<file path="config.mk">
export PLATFORM = sky130hd
export DESIGN_NAME = key_move_scheduler_flat
export DESIGN_NICKNAME = d
export VERILOG_FILES = /design/src/rtl/pixel_move_pkg.sv /design/src/rtl/key_move_scheduler_if.sv /design/src/rtl/key_move_scheduler_debounce.sv /design/src/rtl/key_move_scheduler.sv /design/src/flat_wrapper.sv
export SDC_FILE = /design/constraint.sdc
export NUM_CORES = 1
export LEC_CHECK = 0
export CAP_MARGIN = 0
export CORE_ASPECT_RATIO = 1.1
export CORE_MARGIN = 2
export CORE_UTILIZATION = 60
export CTS_CLUSTER_SIZE = 12
export DETAILED_ROUTE_END_ITERATION = 8
export GPL_ROUTABILITY_DRIVEN = 0
export PLACE_DENSITY = 0.83
export SLEW_MARGIN = 10
export SYNTH_ARGS = -nofsm -noshare
export SYNTH_HDL_FRONTEND = slang
export SYNTH_SLANG_ARGS = --single-unit
</file>
<file path="constraint.sdc">
create_clock -name clk -period 9 [get_ports clk]
set_input_delay 0.9 -clock clk [delete_from_list [all_inputs] [get_ports clk]]
set_output_delay 0.9 -clock clk [all_outputs]
set_load 0.02 [all_outputs]
</file>
<file path="src/rtl/pixel_move_pkg.sv">
// Shared types and constants for the sprite key-move scheduler.
//   - direction bit indices (UP/DOWN/LEFT/RIGHT), one-hot dir_e
//   - move_state_e scheduler FSM states
//   - POS_W edge-position width, default visible-area limits
package pixel_move_pkg;

  localparam int UP    = 3;
  localparam int DOWN  = 2;
  localparam int LEFT  = 1;
  localparam int RIGHT = 0;

  localparam int POS_W     = 11;
  localparam int H_MAX_DEF = 639;
  localparam int V_MAX_DEF = 479;

  typedef enum logic [3:0] {
    DIR_NONE  = 4'b0000,
    DIR_RIGHT = 4'b0001,
    DIR_LEFT  = 4'b0010,
    DIR_DOWN  = 4'b0100,
    DIR_UP    = 4'b1000
  } dir_e;

  typedef enum logic [1:0] {
    S_IDLE,
    S_FIRST,
    S_DELAY,
    S_REPEAT
  } move_state_e;

  // A single held key selects a direction; nothing or a chord selects NONE.
  function automatic dir_e resolve_dir(input logic [3:0] held);
    case (held)
      4'b0001: return DIR_RIGHT;
      4'b0010: return DIR_LEFT;
      4'b0100: return DIR_DOWN;
      4'b1000: return DIR_UP;
      default: return DIR_NONE;
    endcase
  endfunction

endpackage

</file>
<file path="src/rtl/key_move_scheduler_if.sv">
// Bundle between the button/frame/sprite-position sources and the scheduler.
//   key_raw      : raw buttons {up,down,left,right}, asynchronous
//   frame_tick   : one-cycle pulse per frame
//   pixel*_pos   : sprite bounding edges (signed)
//   move         : one-hot one-cycle step pulse
//   held         : debounced key levels
// master drives the inputs and observes move/held; slave is the scheduler.
interface key_move_scheduler_if;
  import pixel_move_pkg::*;

  logic [3:0]              key_raw;
  logic                    frame_tick;
  logic signed [POS_W-1:0] pixel1_row_pos;
  logic signed [POS_W-1:0] pixel2_row_pos;
  logic signed [POS_W-1:0] pixel3_column_pos;
  logic signed [POS_W-1:0] pixel4_column_pos;
  logic [3:0]              move;
  logic [3:0]              held;

  modport master (
    output key_raw, frame_tick,
    output pixel1_row_pos, pixel2_row_pos, pixel3_column_pos, pixel4_column_pos,
    input  move, held
  );

  modport slave (
    input  key_raw, frame_tick,
    input  pixel1_row_pos, pixel2_row_pos, pixel3_column_pos, pixel4_column_pos,
    output move, held
  );
endinterface

</file>
<file path="src/rtl/key_move_scheduler_debounce.sv">
// One-key conditioner: 2-flop synchroniser then debounce counter.
//   clk, rst : clock, async active-high reset
//   key_i    : raw key, asynchronous
//   held_o   : debounced level
// held_o flips once the synchronised key has disagreed with it for
// DEBOUNCE_CYCLES consecutive cycles; any agreement restarts the count.
module key_debounce #(
  parameter int DEBOUNCE_CYCLES = 250000
) (
  input  logic clk,
  input  logic rst,
  input  logic key_i,
  output logic held_o
);
  localparam int CW = $clog2(DEBOUNCE_CYCLES + 1);

  logic          sync1_q, sync2_q;
  logic          held_q, held_d;
  logic [CW-1:0] cnt_q, cnt_d;

  always_comb begin
    held_d = held_q;
    cnt_d  = '0;
    if (sync2_q != held_q) begin
      if (cnt_q == CW'(DEBOUNCE_CYCLES)) held_d = sync2_q;
      else                               cnt_d  = cnt_q + CW'(1);
    end
  end

  always_ff @(posedge clk or posedge rst) begin
    if (rst) begin
      sync1_q <= 1'b0;
      sync2_q <= 1'b0;
      held_q  <= 1'b0;
      cnt_q   <= '0;
    end else begin
      sync1_q <= key_i;
      sync2_q <= sync1_q;
      held_q  <= held_d;
      cnt_q   <= cnt_d;
    end
  end

  assign held_o = held_q;
endmodule

</file>
<file path="src/rtl/key_move_scheduler.sv">
// Frame-aligned sprite step scheduler with auto-repeat and edge gating.
//   clk, rst : pixel clock, async active-high reset
//   bus      : key_move_scheduler_if.slave (key_raw, frame_tick, sprite
//              edge positions in; move, held out)
// The FSM walks FIRST -> DELAY -> REPEAT on frame ticks; a direction change
// restarts it and swallows a coincident tick. Emitted steps that would push
// the sprite off-screen are dropped from move but still advance the FSM.
module key_move_scheduler
  import pixel_move_pkg::*;
#(
  parameter int DEBOUNCE_CYCLES     = 250000,
  parameter int REPEAT_DELAY_FRAMES = 15,
  parameter int REPEAT_RATE_FRAMES  = 4,
  parameter int H_MAX               = H_MAX_DEF,
  parameter int V_MAX               = V_MAX_DEF
) (
  input logic             clk,
  input logic             rst,
  key_move_scheduler_if.slave bus
);
  localparam int DLY_W = (REPEAT_DELAY_FRAMES > 1) ? $clog2(REPEAT_DELAY_FRAMES) : 1;
  localparam int RTE_W = (REPEAT_RATE_FRAMES  > 1) ? $clog2(REPEAT_RATE_FRAMES)  : 1;

  localparam logic signed [POS_W-1:0] POS_ZERO = '0;
  localparam logic signed [POS_W-1:0] H_LIM    = POS_W'(H_MAX);
  localparam logic signed [POS_W-1:0] V_LIM    = POS_W'(V_MAX);

  logic [3:0] held;

  for (genvar i = 0; i < 4; i++) begin : g_key
    key_debounce #(.DEBOUNCE_CYCLES(DEBOUNCE_CYCLES)) u_db (
      .clk    (clk),
      .rst    (rst),
      .key_i  (bus.key_raw[i]),
      .held_o (held[i])
    );
  end

  dir_e        dir, dir_q;
  move_state_e state_q, state_d;
  logic [DLY_W-1:0] dly_q, dly_d;
  logic [RTE_W-1:0] rte_q, rte_d;
  logic        emit, step_ok;
  logic [3:0]  move_q, move_d;

  assign dir = resolve_dir(held);

  always_comb begin
    case (dir)
      DIR_UP:    step_ok = bus.pixel1_row_pos    > POS_ZERO;
      DIR_DOWN:  step_ok = bus.pixel2_row_pos    < V_LIM;
      DIR_LEFT:  step_ok = bus.pixel3_column_pos > POS_ZERO;
      DIR_RIGHT: step_ok = bus.pixel4_column_pos < H_LIM;
      default:   step_ok = 1'b0;
    endcase
  end

  always_comb begin
    state_d = state_q;
    dly_d   = dly_q;
    rte_d   = rte_q;
    emit    = 1'b0;
    if (dir != dir_q) begin
      // Direction change wins outright, including over a same-cycle tick.
      state_d = (dir == DIR_NONE) ? S_IDLE : S_FIRST;
      dly_d   = '0;
      rte_d   = '0;
    end else if (bus.frame_tick) begin
      case (state_q)
        S_FIRST: begin
          emit    = 1'b1;
          state_d = S_DELAY;
          dly_d   = '0;
        end
        S_DELAY: begin
          if (dly_q == DLY_W'(REPEAT_DELAY_FRAMES - 1)) begin
            emit    = 1'b1;
            state_d = S_REPEAT;
            rte_d   = '0;
          end else begin
            dly_d = dly_q + DLY_W'(1);
          end
        end
        S_REPEAT: begin
          if (rte_q == RTE_W'(REPEAT_RATE_FRAMES - 1)) begin
            emit  = 1'b1;
            rte_d = '0;
          end else begin
            rte_d = rte_q + RTE_W'(1);
          end
        end
        default: ;
      endcase
    end
    move_d = (emit && step_ok) ? 4'(dir) : 4'b0000;
  end

  always_ff @(posedge clk or posedge rst) begin
    if (rst) begin
      state_q <= S_IDLE;
      dir_q   <= DIR_NONE;
      dly_q   <= '0;
      rte_q   <= '0;
      move_q  <= 4'b0000;
    end else begin
      state_q <= state_d;
      dir_q   <= dir;
      dly_q   <= dly_d;
      rte_q   <= rte_d;
      move_q  <= move_d;
    end
  end

  assign bus.move = move_q;
  assign bus.held = held;
endmodule
</file>
<file path="src/flat_wrapper.sv">
// flat-port wrapper written by rule: the top's interface ports become plain ports
module key_move_scheduler_flat import pixel_move_pkg::*;
#(
  parameter int DEBOUNCE_CYCLES     = 250000,
  parameter int REPEAT_DELAY_FRAMES = 15,
  parameter int REPEAT_RATE_FRAMES  = 4,
  parameter int H_MAX               = H_MAX_DEF,
  parameter int V_MAX               = V_MAX_DEF
)
  (clk, rst, bus_key_raw, bus_frame_tick, bus_pixel1_row_pos, bus_pixel2_row_pos, bus_pixel3_column_pos, bus_pixel4_column_pos, bus_move, bus_held);
  key_move_scheduler_if bus_i ();
  input logic clk;
  input logic rst;
  input wire logic [$bits(bus_i.key_raw)-1:0] bus_key_raw;
  input wire logic [$bits(bus_i.frame_tick)-1:0] bus_frame_tick;
  input wire logic [$bits(bus_i.pixel1_row_pos)-1:0] bus_pixel1_row_pos;
  input wire logic [$bits(bus_i.pixel2_row_pos)-1:0] bus_pixel2_row_pos;
  input wire logic [$bits(bus_i.pixel3_column_pos)-1:0] bus_pixel3_column_pos;
  input wire logic [$bits(bus_i.pixel4_column_pos)-1:0] bus_pixel4_column_pos;
  output wire logic [$bits(bus_i.move)-1:0] bus_move;
  output wire logic [$bits(bus_i.held)-1:0] bus_held;
  assign bus_i.key_raw = bus_key_raw;
  assign bus_i.frame_tick = bus_frame_tick;
  assign bus_i.pixel1_row_pos = bus_pixel1_row_pos;
  assign bus_i.pixel2_row_pos = bus_pixel2_row_pos;
  assign bus_i.pixel3_column_pos = bus_pixel3_column_pos;
  assign bus_i.pixel4_column_pos = bus_pixel4_column_pos;
  assign bus_move = bus_i.move;
  assign bus_held = bus_i.held;
  key_move_scheduler #(.DEBOUNCE_CYCLES(DEBOUNCE_CYCLES), .REPEAT_DELAY_FRAMES(REPEAT_DELAY_FRAMES), .REPEAT_RATE_FRAMES(REPEAT_RATE_FRAMES), .H_MAX(H_MAX), .V_MAX(V_MAX)) u_core (.clk(clk), .rst(rst), .bus(bus_i));
endmodule
</file>
# Word level (Yosys, flattened, before mapping)
# Cells that the tools add are included.
dict set report word_totals {
  elab_cells 97
  in_bits 51
  output_inout_bits 8
  regBits 100
}
dict set report classes {
  n_eq_ne 24
  n_addsub 6
  n_reduce_logical 12
  n_mux 30
  magnitude_cmp 4
}
# op count
set op_table {}
lappend op_table {{18-bit 2-to-1 mux} 8}
lappend op_table {{18-bit by 1-bit adder with 18-bit output, second input constant} 4}
lappend op_table {{18-bit equality test, second input constant} 4}
lappend op_table {{11-bit by 1-bit > comparator with 1-bit output, second input constant} 2}
lappend op_table {{4-bit 2-to-1 mux} 4}
lappend op_table {{4-bit one-hot mux with 4 select lines} 1}
lappend op_table {{2-bit 2-to-1 mux} 7}
lappend op_table {{4-bit equality test, second input constant} 3}
lappend op_table {{11-bit by 10-bit less-than comparator with 1-bit output, second input constant} 1}
lappend op_table {{11-bit less-than comparator, second input constant} 1}
lappend op_table {{3-bit AND reduction} 3}
lappend op_table {{4-bit by 1-bit equality test with 1-bit output, second input constant} 2}
lappend op_table {{4-bit by 2-bit equality test with 1-bit output, second input constant} 2}
lappend op_table {{4-bit by 3-bit equality test with 1-bit output, second input constant} 2}
lappend op_table {{2-bit one-hot mux with 2 select lines} 2}
lappend op_table {{4-bit one-hot mux with 2 select lines} 1}
lappend op_table {{2-bit AND reduction} 4}
lappend op_table {{2-bit equality test, second input constant} 3}
lappend op_table {{3-bit nonzero test} 2}
lappend op_table {{1-bit 2-to-1 mux} 5}
lappend op_table {{4-bit by 1-bit adder with 4-bit output, second input constant} 1}
lappend op_table {{4-bit logical NOT} 1}
lappend op_table {{1-bit inequality test} 4}
lappend op_table {{4-bit inequality test} 1}
lappend op_table {{8 further kinds} 8}

# Longest topological paths before layout
dict set report logic_depth {
  depth_word 7
  depth_mapped 9
  depth_no_buf 7
}

# Cells and area by module
# From an unflattened synthesis, not the netlist that was laid out.
dict set report hier_totals {
  cells_unflattened 528
  area_unflattened_um2 5198.7
}
# module area_each_um2 n_inst cells_per_inst seq_area_each_um2
set modules_own_cells {}
lappend modules_own_cells {{key_debounce at u_core.g_key[0].u_db ...} 1038.5 3 102 525.5}
lappend modules_own_cells {{key_debounce at u_core.g_key[2].u_db} 1047.3 1 105 525.5}
lappend modules_own_cells {key_move_scheduler 1036.0 1 117 400.4}

# Least setup slack after synthesis
# OpenSTA, ideal clock, no wires.
dict set report synth_timing {
  path_type {input to register}
  start {input bus_pixel2_row_pos[1]}
  end {register u_core.move_q[0] (netlist: u_core.bus.move[0])}
  cell_stages 5
  path_buffers 0
  arrival_ns 1.867
  required_time_ns 8.899
  setup_ns 0.101
  path_slack_ns 7.032
  cell_sequence {and3_1 -> a31oi_1 -> nor2_1 -> o311a_2 -> nor4_1}
}
dict set report synth_via {
  elab_chain_len 4
}
# element line
set synth_lines {}
lappend synth_lines {{start, declared} flat_wrapper.sv:17} ;# input wire logic [$bits(bus_i.pixel2_row_pos)-1:0] bus_pixel2_row_pos;
lappend synth_lines {{11-bit by 10-bit less-than comparator with 1-bit output} key_move_scheduler.sv:51} ;# DIR_DOWN: step_ok = bus.pixel2_row_pos < V_LIM;
lappend synth_lines {{1-bit one-hot mux with 4 select lines} key_move_scheduler.sv:49} ;# case (dir)
lappend synth_lines {{1-bit logical AND} key_move_scheduler.sv:95} ;# move_d = (emit && step_ok) ? 4'(dir) : 4'b0000;
lappend synth_lines {{4-bit 2-to-1 mux} key_move_scheduler.sv:95}
lappend synth_lines {{named net u_core.move_d[0]} key_move_scheduler.sv:44} ;# logic [3:0] move_q, move_d;
lappend synth_lines {{end signal, assigned} key_move_scheduler.sv:110} ;# move_q <= move_d;
lappend synth_lines {{end, declared} key_move_scheduler.sv:44}
# The timed path passes the listed nets, and every way through them passes these cells.
# A chain may end at the register's enable or synchronous reset.

# Worst setup path in the final report
dict set report layout_timing {
  start {register u_core.g_key[2].u_db.held_q}
  end {output bus_held[2]}
}
# element line
set layout_lines {}
lappend layout_lines {{start, declared} key_move_scheduler_debounce.sv:18} ;# logic held_q, held_d;
lappend layout_lines {{start signal, assigned} key_move_scheduler_debounce.sv:39} ;# held_q <= held_d;
lappend layout_lines {{end, declared} flat_wrapper.sv:21} ;# output wire logic [$bits(bus_i.held)-1:0] bus_held;
# No word-level cell between the ends.

==> results.yml <==
clocking:
  cts.clk_slew.worst_paths_ns: 0.09
  insertion_delay_ns: 0.36
  cts_made_buffers: 9
  cts.sinks: 100
  cts_tree: "built"
  cts_buffer_depth: 2
  ctsResizeCount: 0
  cts.htree.levels: 3
  cts_hold_buf: 0
  root_buffer: "clkbuf_8"
  cts_setup_buffers: 0
floorplanning:
  start_util_pct: 60.76
  fp-row-count: 35
  coreArea_mm2: 0.008277
  die_width_um: 91.29
  io-pin-count: 59
  die_area_mm2: 0.009130
  die_h_um: 100.0
route:
  dr.first_iter.drc_count: 153
  wl_per_cell_um: 14.36
  vias_per_cell: 5.552
  wl_um: 9807
  drc: 0
  ant_nets: 0
  first_pass_iters: 4
  vias: 3792
min_path:
  hold_path_depth: 0
  hp-class: "flip-flop to flip-flop"
outcome:
  status: "completed"
setup_path:
  path_delay_family: "buffers and inverters"
  crit_end: "bus_held[2]"
  cp.depth: 1
  worst-path-buf-inv: 1
  r2r_slack_ns: 6.80
  cp-startpoint: "u_core.g_key[2].u_db.held_o"
  reg2regPathDepth: 7
  required_ns: 8.10
  cp_data_arrival_time_ns: 1.69
  slowest_stage: "clkdlybuf4s50_1"
  crit_path_cell_trace: "clkdlybuf4s50_1"
  critical_path.endpoint_type: "primary output"
  r2r_end: "u_core.g_key[2].u_db.cnt_q[9]"
  crit_type: "flip-flop to primary output"
  cp-start-kind: "flip-flop"
  critPathMaxFanout: 13
  slowest_delay_ns: 0.70
  r2r_start: "u_core.g_key[2].u_db.cnt_q[0]"
synthesis:
  syn_area_per_cell_um2: 9.783
  ys_ff_latch: 100
  async_flop_share_pct: 100.0
  yosys_warnings: 0
  synth_edf_count: 0
  synth_cells: 514
  ys_seq_area_share_pct: 49.76
  yosysUniqueCellTypes: 48
  ys.flop_type: "dfrtp_1"
  syn_area_mm2: 0.005029
  syn_nets: 578
global_route:
  grt-ovfl-total: 0
  grt_max_degree: 57
  grt_pass1_wl_um: 17280
  grt_antenna_before_repair: 0
  grt_pass1_vias: 3902
  track_usage_pct: 23.32
timing:
  setup_violations: 0
  worst_pin_slew_ns: 0.6771
  slew_violations: 0
  setup_tns_ns: 0
  fin_crit_sh_pct: 28.75
  finClkSkew_ns: 0.01797
  rsz0062_at_grt: "false"
  hold_viol: 0
  timing.fmax_ghz: 0.3864
  fin_crit_ns: 2.588
  max_slew_margin_pct: 54.86
place:
  dpl.hpwl_um: 6961
  placedCellCount: 667
  port_buffers: 58
  placed_area_mm2: 0.005654
power_and_ir_drop:
  powerDensity_mw_per_mm2: 148.0
  peakVddDrop_mv: 0.08397
  leakage_nw: 2.468
final_layout:
  drive_gt1_share_pct: 5.420
  postLayoutCellArea_mm2: 0.005834
  area.growth.synth_to_final_pct: 16.02
  fin_cells: 683
  layout_common_cells: "100 x dfrtp_1, 96 x nor2_1, 58 x clkdlybuf4s50_1"
  final_common_cell: "dfrtp_1"
  fin_nets: 631
  antennaDiodeCount: 0
flow_run:
  cap_violations: 0
==> stage by stage <==
stage          hold slack (ns)  setup WS, ns  total power, mW  utilization [%]
6_report                0.3553         6.412           0.8636            70.49
5_1_grt                 0.3604         6.344           0.9111            70.49
4_1_cts                 0.3559         6.407           0.8703            70.49
3_5_place_dp            0.3355         6.373           0.6092            68.31
3_3_place_gp            0.3344         6.418           0.6009            68.31
2_1_floorplan           0.3312         5.481           0.5647                -
==> registers in the layout, summed over array words and instances (netlist names) <==
name / count
u_core.bus.move: 4
u_core.dir_q: 4
u_core.dly_q: 4
u_core.g_key.u_db.cnt_q: 72
u_core.g_key.u_db.held_o: 4
u_core.g_key.u_db.sync1_q: 4
u_core.g_key.u_db.sync2_q: 4
u_core.rte_q: 2
u_core.state_q: 2
==> cells by family (layout without fill, tap and decap cells) <==
group / after synthesis / count (layout) / share of synthesized area (%)
buffers and inverters: 44 / 102 / 4.080
AO/OA/AOI/OAI: 32 / 32 / 4.106
adder cells (fa/ha/maj): 13 / 13 / 3.235
AND/OR/NAND/NOR: 251 / 251 / 25.70
multiplexers: 5 / 5 / 1.095
XOR/XNOR: 69 / 69 / 12.02
flip-flops: 100 / 100 / 49.76
==> power by group <==
group	switching (mW)	internal (mW)
Clock	0.159	0.104
Combinational	0.0578	0.0522
Sequential	0.0214	0.470
Total	0.238	0.626
==> layer usage <==
layer | track usage [%] | wire [um]
met1 | 29.09 | 4299
met2 | 41.20 | 5040
met3 | 4.805 | 390
met4 | 7.226 | 76
met5 | 0 | 0
==> worst min path at each step <==
stage,start,endpoint,slack [ns]
final,u_core.g_key[0].u_db.sync1_q,u_core.g_key[0].u_db.sync2_q,0.36
after floorplan,u_core.g_key[0].u_db.sync1_q,u_core.g_key[0].u_db.sync2_q,0.33
after detailed placement,u_core.g_key[0].u_db.sync1_q,u_core.g_key[0].u_db.sync2_q,0.34
after CTS,u_core.g_key[0].u_db.sync1_q,u_core.g_key[0].u_db.sync2_q,0.36
after global routing,u_core.g_key[0].u_db.sync1_q,u_core.g_key[0].u_db.sync2_q,0.36
after global placement,u_core.g_key[0].u_db.sync1_q,u_core.g_key[0].u_db.sync2_q,0.33
==> Yosys cell counts, types with 3 or more instances <==
master    count  area share (%)
nor4bb_1      6             1.2
inv_1        26             1.9
o21ai_0      10             1.0
nand3b_1      5            0.75
nand3_1      30             3.0
nor2b_1       3            0.37
or4b_1        4            0.80
nor3_1       13             1.3
nor2_1       96             7.2
buf_2         8            0.80
ha_1         13             3.2
nand2b_1      4            0.50
nor4_1       20             2.5
mux2_2        4            0.90
dfrtp_1     100              50
buf_4         4            0.60
nand2_1      27             2.0
and3_1       14             1.7
a21oi_1       8            0.80
xor2_1       30             5.2
xnor2_1      39             6.8
nand4_1      15             1.9
==> layout make-up <==
cell class,instances,area (um2)
clock buffers,9,123.9
clock inverters,7,56.30
fillers,647,2442
inverters,27,103.9
multi-input cells,370,2321
flip-flops and latches,100,2502
well taps,111,138.9
repair buffers,59,588.1
Power figures use the tool's default switching activity.
